### src/rtl/rom_arb_pkg.sv
// Shared defaults for the ROM round-robin arbiter slice.
package rom_arb_pkg;
  localparam int unsigned NREQ_DEF    = 4;
  localparam int unsigned DEPTH_DEF   = 8;
  localparam int unsigned WIDTH_DEF   = 8;
  localparam int unsigned GRANT_CNT_W = 16;
endpackage

### src/rtl/rr_pick.sv
// Combinational round-robin picker: first set request after ptr, wrapping modulo N.
module rr_pick #(
  parameter  int unsigned N  = 4,
  localparam int unsigned PW = $clog2(N)
) (
  input  logic [N-1:0]  req,
  input  logic [PW-1:0] ptr,
  output logic [N-1:0]  gnt,
  output logic [PW-1:0] idx,
  output logic          any
);

  always_comb begin
    gnt = '0;
    idx = '0;
    any = 1'b0;
    for (int unsigned k = 1; k <= N; k++) begin
      int unsigned j;
      j = (32'(ptr) + k) % N;
      if (!any && req[j]) begin
        any    = 1'b1;
        gnt[j] = 1'b1;
        idx    = PW'(j);
      end
    end
  end

endmodule

### src/rtl/rom_rr_arbiter.sv
// Round-robin arbiter sharing one registered-read ROM among NREQ requesters;
// responses carry a one-hot tag and arrive exactly one cycle after acceptance.
module rom_rr_arbiter
  import rom_arb_pkg::*;
#(
  parameter int unsigned NREQ  = NREQ_DEF,
  parameter int unsigned DEPTH = DEPTH_DEF,
  parameter int unsigned WIDTH = WIDTH_DEF,
  localparam int unsigned AW   = $clog2(DEPTH)
) (
  input  logic                   clk,
  input  logic                   rst_n,
  input  logic                   en,
  input  logic [NREQ-1:0]        req_valid,
  input  logic [NREQ*AW-1:0]     req_addr,
  output logic [NREQ-1:0]        req_ready,
  output logic [AW-1:0]          rom_addr,
  input  logic [WIDTH-1:0]       rom_dout,
  output logic [NREQ-1:0]        rsp_valid,
  output logic [WIDTH-1:0]       rsp_data,
  output logic [GRANT_CNT_W-1:0] grant_cnt
);

  localparam int unsigned PW = $clog2(NREQ);

  logic [NREQ-1:0]        gnt;
  logic [PW-1:0]          idx;
  logic                   any;
  logic                   fire;
  logic [AW-1:0]          sel_addr;
  logic [PW-1:0]          ptr_q;
  logic [AW-1:0]          addr_q;
  logic [NREQ-1:0]        rsp_valid_q;
  logic [GRANT_CNT_W-1:0] cnt_q;

  rr_pick #(.N(NREQ)) u_pick (
    .req (req_valid),
    .ptr (ptr_q),
    .gnt (gnt),
    .idx (idx),
    .any (any)
  );

  assign fire      = en & any;
  assign req_ready = en ? gnt : '0;

  always_comb begin
    sel_addr = '0;
    for (int unsigned i = 0; i < NREQ; i++) begin
      if (gnt[i]) sel_addr = req_addr[i*AW +: AW];
    end
  end

  // Idle cycles replay the last granted address so the ROM port does not toggle.
  assign rom_addr  = fire ? sel_addr : addr_q;
  assign rsp_valid = rsp_valid_q;
  assign rsp_data  = rom_dout;
  assign grant_cnt = cnt_q;

  always_ff @(posedge clk or negedge rst_n) begin
    if (!rst_n) begin
      ptr_q       <= PW'(NREQ - 1);
      addr_q      <= '0;
      rsp_valid_q <= '0;
      cnt_q       <= '0;
    end else if (fire) begin
      ptr_q       <= idx;
      addr_q      <= sel_addr;
      rsp_valid_q <= gnt;
      cnt_q       <= cnt_q + GRANT_CNT_W'(1);
    end else begin
      rsp_valid_q <= '0;
    end
  end

endmodule

### config.mk
export PLATFORM = sky130hd
export DESIGN_NAME = rom_rr_arbiter
export DESIGN_NICKNAME = d
export VERILOG_FILES = /design/src/rtl/rom_arb_pkg.sv /design/src/rtl/rr_pick.sv /design/src/rtl/rom_rr_arbiter.sv
export SDC_FILE = /design/constraint.sdc
export NUM_CORES = 1
export LEC_CHECK = 0
export BUFFER_PORTS_ARGS = -buffer_cell sky130_fd_sc_hd__buf_2
export CAP_MARGIN = 20
export CORE_MARGIN = 2
export CORE_UTILIZATION = 45
export CTS_CLUSTER_SIZE = 25
export DETAILED_ROUTE_END_ITERATION = 8
export HOLD_SLACK_MARGIN = 0.12
export PLACE_DENSITY = 0.73
export SKIP_CTS_REPAIR_TIMING = 1
export SLEW_MARGIN = 30
export SYNTH_ARGS = -nofsm -noshare
export SYNTH_HDL_FRONTEND = slang
export SYNTH_HIERARCHICAL = 1
export SYNTH_SLANG_ARGS = --single-unit
export TNS_END_PERCENT = 50
### constraint.sdc
create_clock -name clk -period 5.47 [get_ports clk]
set_input_delay 0.547 -clock clk [delete_from_list [all_inputs] [get_ports clk]]
set_output_delay 0.547 -clock clk [all_outputs]
set_load 0.05 [all_outputs]
==> qor.yml, run 1 <==
sta:
  period_minus_slack_ns: 3.91
  finalSetupTns_ns: 0
  rsz0062_at_grt: "false"
  timing.final.crit_share: 0.714
  holdWs_ns: 0.255
  slew_headroom: 0.623
  fin_skew_ns: 0.00221
  tightestPinTransition_ns: 0.566
  drv_slew: 0
  finalHoldViolCount: 0
  fmax_ghz: 0.256
  setup_viol: 0
finish:
  insertedDiodeCount: 0
  final_nets: 255
  drive_gt1_frac: 0.298
  instances_no_fill: 266
  area_delta_synth_final_pct: 13.1
  fin_area_mm2: 0.00197
floorplan:
  die_y_um: 66.2
  rows: 22
  die_width_um: 66.2
  start_util: 0.472
  dieArea_mm2: 0.00438
  ios: 62
  core_area_mm2: 0.00369
placement:
  numPortBuffers: 45
  place_area_mm2: 0.00192
  place_congestion: 0.914
  dp.cells: 262
  place_hpwl_um: 2840
clock_tree:
  path_clk_slew_ns: 0.09
  cts_made_buffers: 3
  clock-root-buffer: "clkbuf_8"
  cts.path.max_buffers: 2
  clock_sinks: 25
  cts_tree: "built"
  clock_latency_ns: 0.27
  h-tree-depth: 1
setup_path:
  critical_path_class: "flop to output port"
  critical_path_buf_inv_count: 2
  cp_slowest_cell: "dfstp_2"
  r2r_slack_ns: 2.53
  critPathMaxFanout: 17
  path_cells: "inv_2 -> ha_1 -> mux2i_4 -> o21ai_1 -> a221o_1 -> o21ai_0 -> a22oi_1 -> o21ai_0 -> buf_2"
  cp_slowest_stage_delay_ns: 0.74
  arrival_ns: 3.36
  cpMostUsedCell: "o21ai_0"
  cp_top_family: "compound AO/OA/AOI/OAI gates"
  startpoint_type: "flop"
  required_ns: 4.92
  end_kind: "output port"
synthesis:
  synth_seq_cells: 25
  avgSynthCellArea_um2: 9.56
  yosysWarnings: 6
  syn_area_mm2: 0.00174
  syn-instance-count: 182
  synth_ff_type: "dfrtp_1"
  synthArstFlopShare: 1.00
  synth_cell_type_count: 44
  ys_seq_area_frac: 0.361
  synth_fp_nets: 218
  synth-edff-count: 0
global_routing:
  grt_max_degree: 26
  overflow: 0
  antenna_found_initial: 0
  grt_pass1_wl_um: 6230
  grt_pass1_vias: 1363
  grtUsageTotal: 0.182
routing:
  dr.pass1.iters: 4
  totalWireLength_um: 3780
  post_drt_wl_per_cell_um: 14.2
  avgViaCountPerCell: 5.29
  ant_nets: 0
  vias: 1408
  drc: 0
  drtIter0Drc: 61
power:
  finalPower_w: 0.00127
  powerDensity_mw_per_mm2: 645
  vdd_drop_max_uv: 259
  leakage_nw: 0.968
status:
  status: "complete, no violations"
flow_run:
  drv_cap: 0
min_path:
  hp-class: "primary input to async pin"
cell usage in the layout (no fill, tap or decap), types with 8 or more instances in the layout:
| master | netlist | routed |
|---|---|---|
| nand3_1 | 11 | 11 |
| o21ai_0 | 8 | 8 |
| xnor2_1 | 9 | 9 |
| buf_2 | 0 | 45 |
| a21oi_1 | 8 | 8 |
| nand2_1 | 22 | 22 |
| dfrtp_1 | 23 | 23 |
| nor2_1 | 9 | 9 |
| ha_1 | 9 | 9 |
| inv_1 | 8 | 8 |
area by class of cell:
class                   count  area (µm²)
flip-flops and latches     25         628
fillers                   350        1720
well taps                  48        60.1
clock buffers               3        41.3
inverters                   9        33.8
repair buffers             45         225
clock inverters             1        7.51
multi-input cells         135         971
cells by family after synthesis:
group	synth area share
AND/OR/NAND/NOR	0.201
AO/OA/AOI/OAI	0.160
flip-flops	0.361
buffers and inverters	0.0806
XOR/XNOR	0.0755
adder cells (fa/ha/maj)	0.0647
multiplexers	0.0568
metal layers:
metal,share of wire,up-vias,wire length [µm],GRT usage
li1,-,703,-,-
met1,0.48,653,1800,0.243
met2,0.44,50,1680,0.299
met3,0.074,2,281,0.0375
met4,0.0056,0,21,0.0536
met5,0,-,0,0
flip-flops by register name, indices dropped and copies added, names as in the netlist:
| name | flops |
|---|---|
| addr_q | 3 |
| grant_cnt | 16 |
| ptr_q | 2 |
| rsp_valid | 4 |
cells in the mapped netlist (2+ instances only):
| cell type | number | area (µm²) |
|---|---|---|
| mux2_2 | 3 | 33.8 |
| a21oi_1 | 8 | 40.0 |
| inv_1 | 8 | 30.0 |
| xor2_1 | 6 | 52.6 |
| ha_1 | 9 | 113 |
| nor2_1 | 9 | 33.8 |
| nand3_1 | 11 | 55.1 |
| xnor2_1 | 9 | 78.8 |
| o21ai_0 | 8 | 40.0 |
| nand2_1 | 22 | 82.6 |
| dfrtp_1 | 23 | 576 |
| o21ai_1 | 5 | 25.0 |
| a22oi_1 | 3 | 22.5 |
| dfstp_2 | 2 | 52.6 |
| and2_1 | 4 | 25.0 |
| nor3_1 | 2 | 10.0 |
| a21boi_0 | 2 | 15.0 |
| mux2i_1 | 2 | 20.0 |
| buf_6 | 3 | 33.8 |
| and3_1 | 7 | 43.8 |
| buf_4 | 9 | 67.6 |
| a221o_1 | 4 | 40.0 |
| nor4_1 | 2 | 12.5 |
stage by stage:
step                      setup slack (ns)   util
after floorplan                       1.58      -
after global placement                1.98  0.520
after detailed placement              1.86  0.520
after CTS                             1.56  0.533
after global routing                  1.25  0.533
final                                 1.56  0.533
path summary, 6_finish.rpt:
check / start / depth (start not counted) / to
max: ptr_q[0]$_DFFE_PN1P_ / 9 / rom_addr[1]
min: rst_n / 1 / grant_cnt[14]$_DFFE_PN0P_
max reg2reg: ptr_q[0]$_DFFE_PN1P_ / 9 / addr_q[1]$_DFF_PN0_
min reg2reg: grant_cnt[15]$_DFFE_PN0P_ / 1 / grant_cnt[15]$_DFFE_PN0P_
max in group asynchronous: rst_n / 1 / ptr_q[0]$_DFFE_PN1P_
min in group clk: grant_cnt[15]$_DFFE_PN0P_ / 1 / grant_cnt[15]$_DFFE_PN0P_
report_power, final:
part	switching, W	internal, W	total, W
clock network	0.0000621	0.0000517	0.000114
registers	0.0000740	0.000249	0.000323
logic	0.000565	0.000267	0.000833
(Power assumes the default switching activity.)
==> run 2, diff against run 1 <==
ABC_AREA = 1   (was default)
clock period = 3.7 ns   (was 5.47 ns; I/O delays follow)
==> run 2 against run 1 <==
Net effect: sequential share of layout area fell by 2.0 points; wire length rose by 1.4%; register-to-register slack worse by 1.3 ns; utilization is 0.17 points lower; global-route usage down 0.54 points; first-iteration DRC count increased by 70%; power up 57%; via count grew 16%; synthesized area grew 4.3%; non-clock buffer count grew 1; largest cell class unchanged; highest routed layer unchanged.
==> qor.yml, run 2 <==
status:
  status: "complete, no violations"
sta:
  finalSetupTns_ns: 0  # unchanged
  holdWs_ns: 0.349  # +0.0938 ns
  timing.final.crit_share: 0.892
  setup_viol: 0  # unchanged
  tightestPinTransition_ns: 0.578  # +0.0119 ns
  finalHoldViolCount: 0  # unchanged
  fin_skew_ns: 0.00444  # +0.00223 ns
  rsz0062_at_grt: "false"
  fmax_ghz: 0.303
  period_minus_slack_ns: 3.30
  drv_slew: 0  # unchanged
  slew_headroom: 0.615  # -0.00794
finish:
  final_nets: 316  # +24%
  fill_cells: 380  # +8.6%
  largest_reg_flops: 16  # unchanged
  final_core_util: 0.532  # -0.00167
  drive_gt1_frac: 0.276  # -0.0222
  insertedDiodeCount: 0  # unchanged
  layout_commonest_cell: "nand2_1"
  area_delta_synth_final_pct: 15.5
  instances_no_fill: 329  # +24%
  fin_area_mm2: 0.00210  # +6.6%
  layout_common_cells: "nand2_1 (63), buf_2 (45), inv_1 (29)"
placement:
  place_congestion: 0.904  # -1.1%
  dp.cells: 324  # +24%
  place_hpwl_um: 3000  # +5.7%
  place_area_mm2: 0.00204  # +6.2%
  numPortBuffers: 45  # unchanged
synthesis:
  yosys.area_share.simple: 0.367  # +0.166
  yosys.area.top_type: "dfrtp_1"
  ys_top_cells_by_area: "dfrtp_1 (32%), nand2_1 (13%), ha_1 (6.2%)"
  syn_area_mm2: 0.00181  # +4.3%
  ys_top_cells_by_count: "nand2_1 (63), inv_1 (29), dfrtp_1 (23)"
  syn-instance-count: 238  # +31%
  synth_cell_type_count: 33  # -25%
  synth_top_family_by_area: "simple AND/OR/NAND/NOR gates"
  synth_fp_nets: 274  # +26%
  synth_top_area_frac: 0.317  # -0.0137
  synth_compound_gate_area_share: 0.0752  # -0.0853
  synth_seq_cells: 25  # unchanged
  avgSynthCellArea_um2: 7.62  # -20%
  yosysMostFrequentCell: "nand2_1"
  ys_seq_area_frac: 0.346  # -0.0149
  synthArstFlopShare: 1.00  # unchanged
  synth-xor-area-share: 0.0434  # -0.0321
  synth_ff_type: "dfrtp_1"
  synth-edff-count: 0  # unchanged
  yosysWarnings: 6  # unchanged
  synth_mux_area_frac: 0  # -0.0568
  synth_fa_ha_area_frac: 0.0621  # -0.00268
setup_path:
  path_cells: "inv_1 -> ha_1 -> inv_1 -> nand2_2 -> nand2_2 -> nor2_2 -> a21oi_1 -> nand3_1 -> inv_1 -> nand3_1 -> nand2_1 -> o211ai_1 -> a21oi_1 -> buf_2"
  critPathMaxFanout: 9  # -8
  startpoint_type: "flop"
  cpMostUsedCell: "inv_1"
  required_ns: 3.33  # -1.59 ns
  end_kind: "output port"
  arrival_ns: 2.93  # -0.43 ns
  cp_slowest_cell: "dfstp_2"
  cp_slowest_stage_delay_ns: 0.62  # -0.12 ns
  critical_path_class: "flop to output port"
routing:
  vias: 1629  # +16%
  drtIter0Drc: 104  # +70%
  post_drt_wl_per_cell_um: 11.6  # -18%
  avgViaCountPerCell: 4.95  # -6.5%
  drc: 0  # unchanged
  ant_nets: 0  # unchanged
  dr.pass1.iters: 4  # unchanged
  totalWireLength_um: 3830  # +1.4%
global_routing:
  grtUsageTotal: 0.177  # -0.00538
  overflow: 0  # unchanged
  grt_max_degree: 26  # unchanged
  antenna_found_initial: 0  # unchanged
  grt_pass1_vias: 1435  # +5.3%
  grt_pass1_wl_um: 6240  # +0.11%
flow_run:
  drv_cap: 0  # unchanged
clock_tree:
  clock_latency_ns: 0.27  # about the same
  cts.path.max_buffers: 2  # unchanged
  clock-root-buffer: "clkbuf_8"
  cts_tree: "built"
  h-tree-depth: 1  # unchanged
  cts_made_buffers: 3  # unchanged
  clock_sinks: 25  # unchanged
  path_clk_slew_ns: 0.09  # about the same
power:
  leakage_nw: 1.17  # +21%
  powerDensity_mw_per_mm2: 954  # +48%
  vdd_drop_max_uv: 315  # +22%
floorplan:
  dieArea_mm2: 0.00456  # +4.1%
  ios: 62  # unchanged
  core_area_mm2: 0.00394  # +6.9%
  die_width_um: 67.5  # +2.0%
  rows: 23  # +4.5%
  start_util: 0.460  # -0.0113
  die_y_um: 67.5  # +2.0%
min_path:
  hp-class: "primary input to flop"
-- run 2: critical path, delay by kind of cell, from the launching register on --
family	cells	cell delay (ns)
AO/OA/AOI/OAI	3	0.41
flip-flops	1	0.62
AND/OR/NAND/NOR	6	0.58
buffers and inverters	4	0.71
adder cells (fa/ha/maj)	1	0.35
-- run 2: cells by family after synthesis --
kind of cell,count (synthesis)
adders and majority gates,9
AOI/OAI and AO/OA,22
DFF,25
buffers and inverters,42
and+or+nand+nor,131
xor gates and xnor gates,9
-- run 2: through the flow --
step / power (W) / setup WS [ns]
floorplan: 0.00158 / 0.597
global placement: 0.00182 / 0.829
detailed placement: 0.00183 / 0.736
CTS: 0.00200 / 0.423
global route: 0.00216 / 0.151
finish: 0.00200 / 0.398
-- run 2: final cells by class --
class | count | area [µm²] | area share
clock buffer | 3 | 41.3 | 0.0197
inverter | 33 | 128 | 0.0609
tap | 50 | 62.6 | 0.0299
multi-input combinational | 171 | 993 | 0.474
sequential | 25 | 628 | 0.300
timing repair buffer | 46 | 235 | 0.112
clock inverter | 1 | 7.51 | 0.00358
-- run 2: final timing paths --
kind                                      start  slack (ns)  cells past startpoint                        to
max                        ptr_q[1]$_DFFE_PN1P_        0.40                     14               rom_addr[0]
min                                req_addr[11]        0.35                      3       addr_q[2]$_DFF_PN0_
max reg2reg                ptr_q[1]$_DFFE_PN1P_        1.25                     13       addr_q[0]$_DFF_PN0_
min reg2reg                 addr_q[2]$_DFF_PN0_        0.52                      2       addr_q[2]$_DFF_PN0_
max in group asynchronous                 rst_n        2.69                      2    rsp_valid[1]$_DFF_PN0_
min in group asynchronous                 rst_n        0.62                      2  grant_cnt[5]$_DFFE_PN0P_
-- run 2: layer usage --
metal  GRT usage  up-vias  part of all wire  wire length (µm)
met5           0        -                 0                 0
met4      0.0561        0             0.011                41
met3      0.0233        6             0.052               198
met2       0.287       46              0.44              1700
met1       0.244      744              0.49              1890
li1            -      833                 -                 -
-- run 2: power by group --
| group | total, W | internal, W | switching, W |
|---|---|---|---|
| Clock | 0.000168 | 0.0000764 | 0.0000917 |
| Combinational | 0.00138 | 0.000368 | 0.00101 |
| Sequential | 0.000449 | 0.000364 | 0.0000844 |
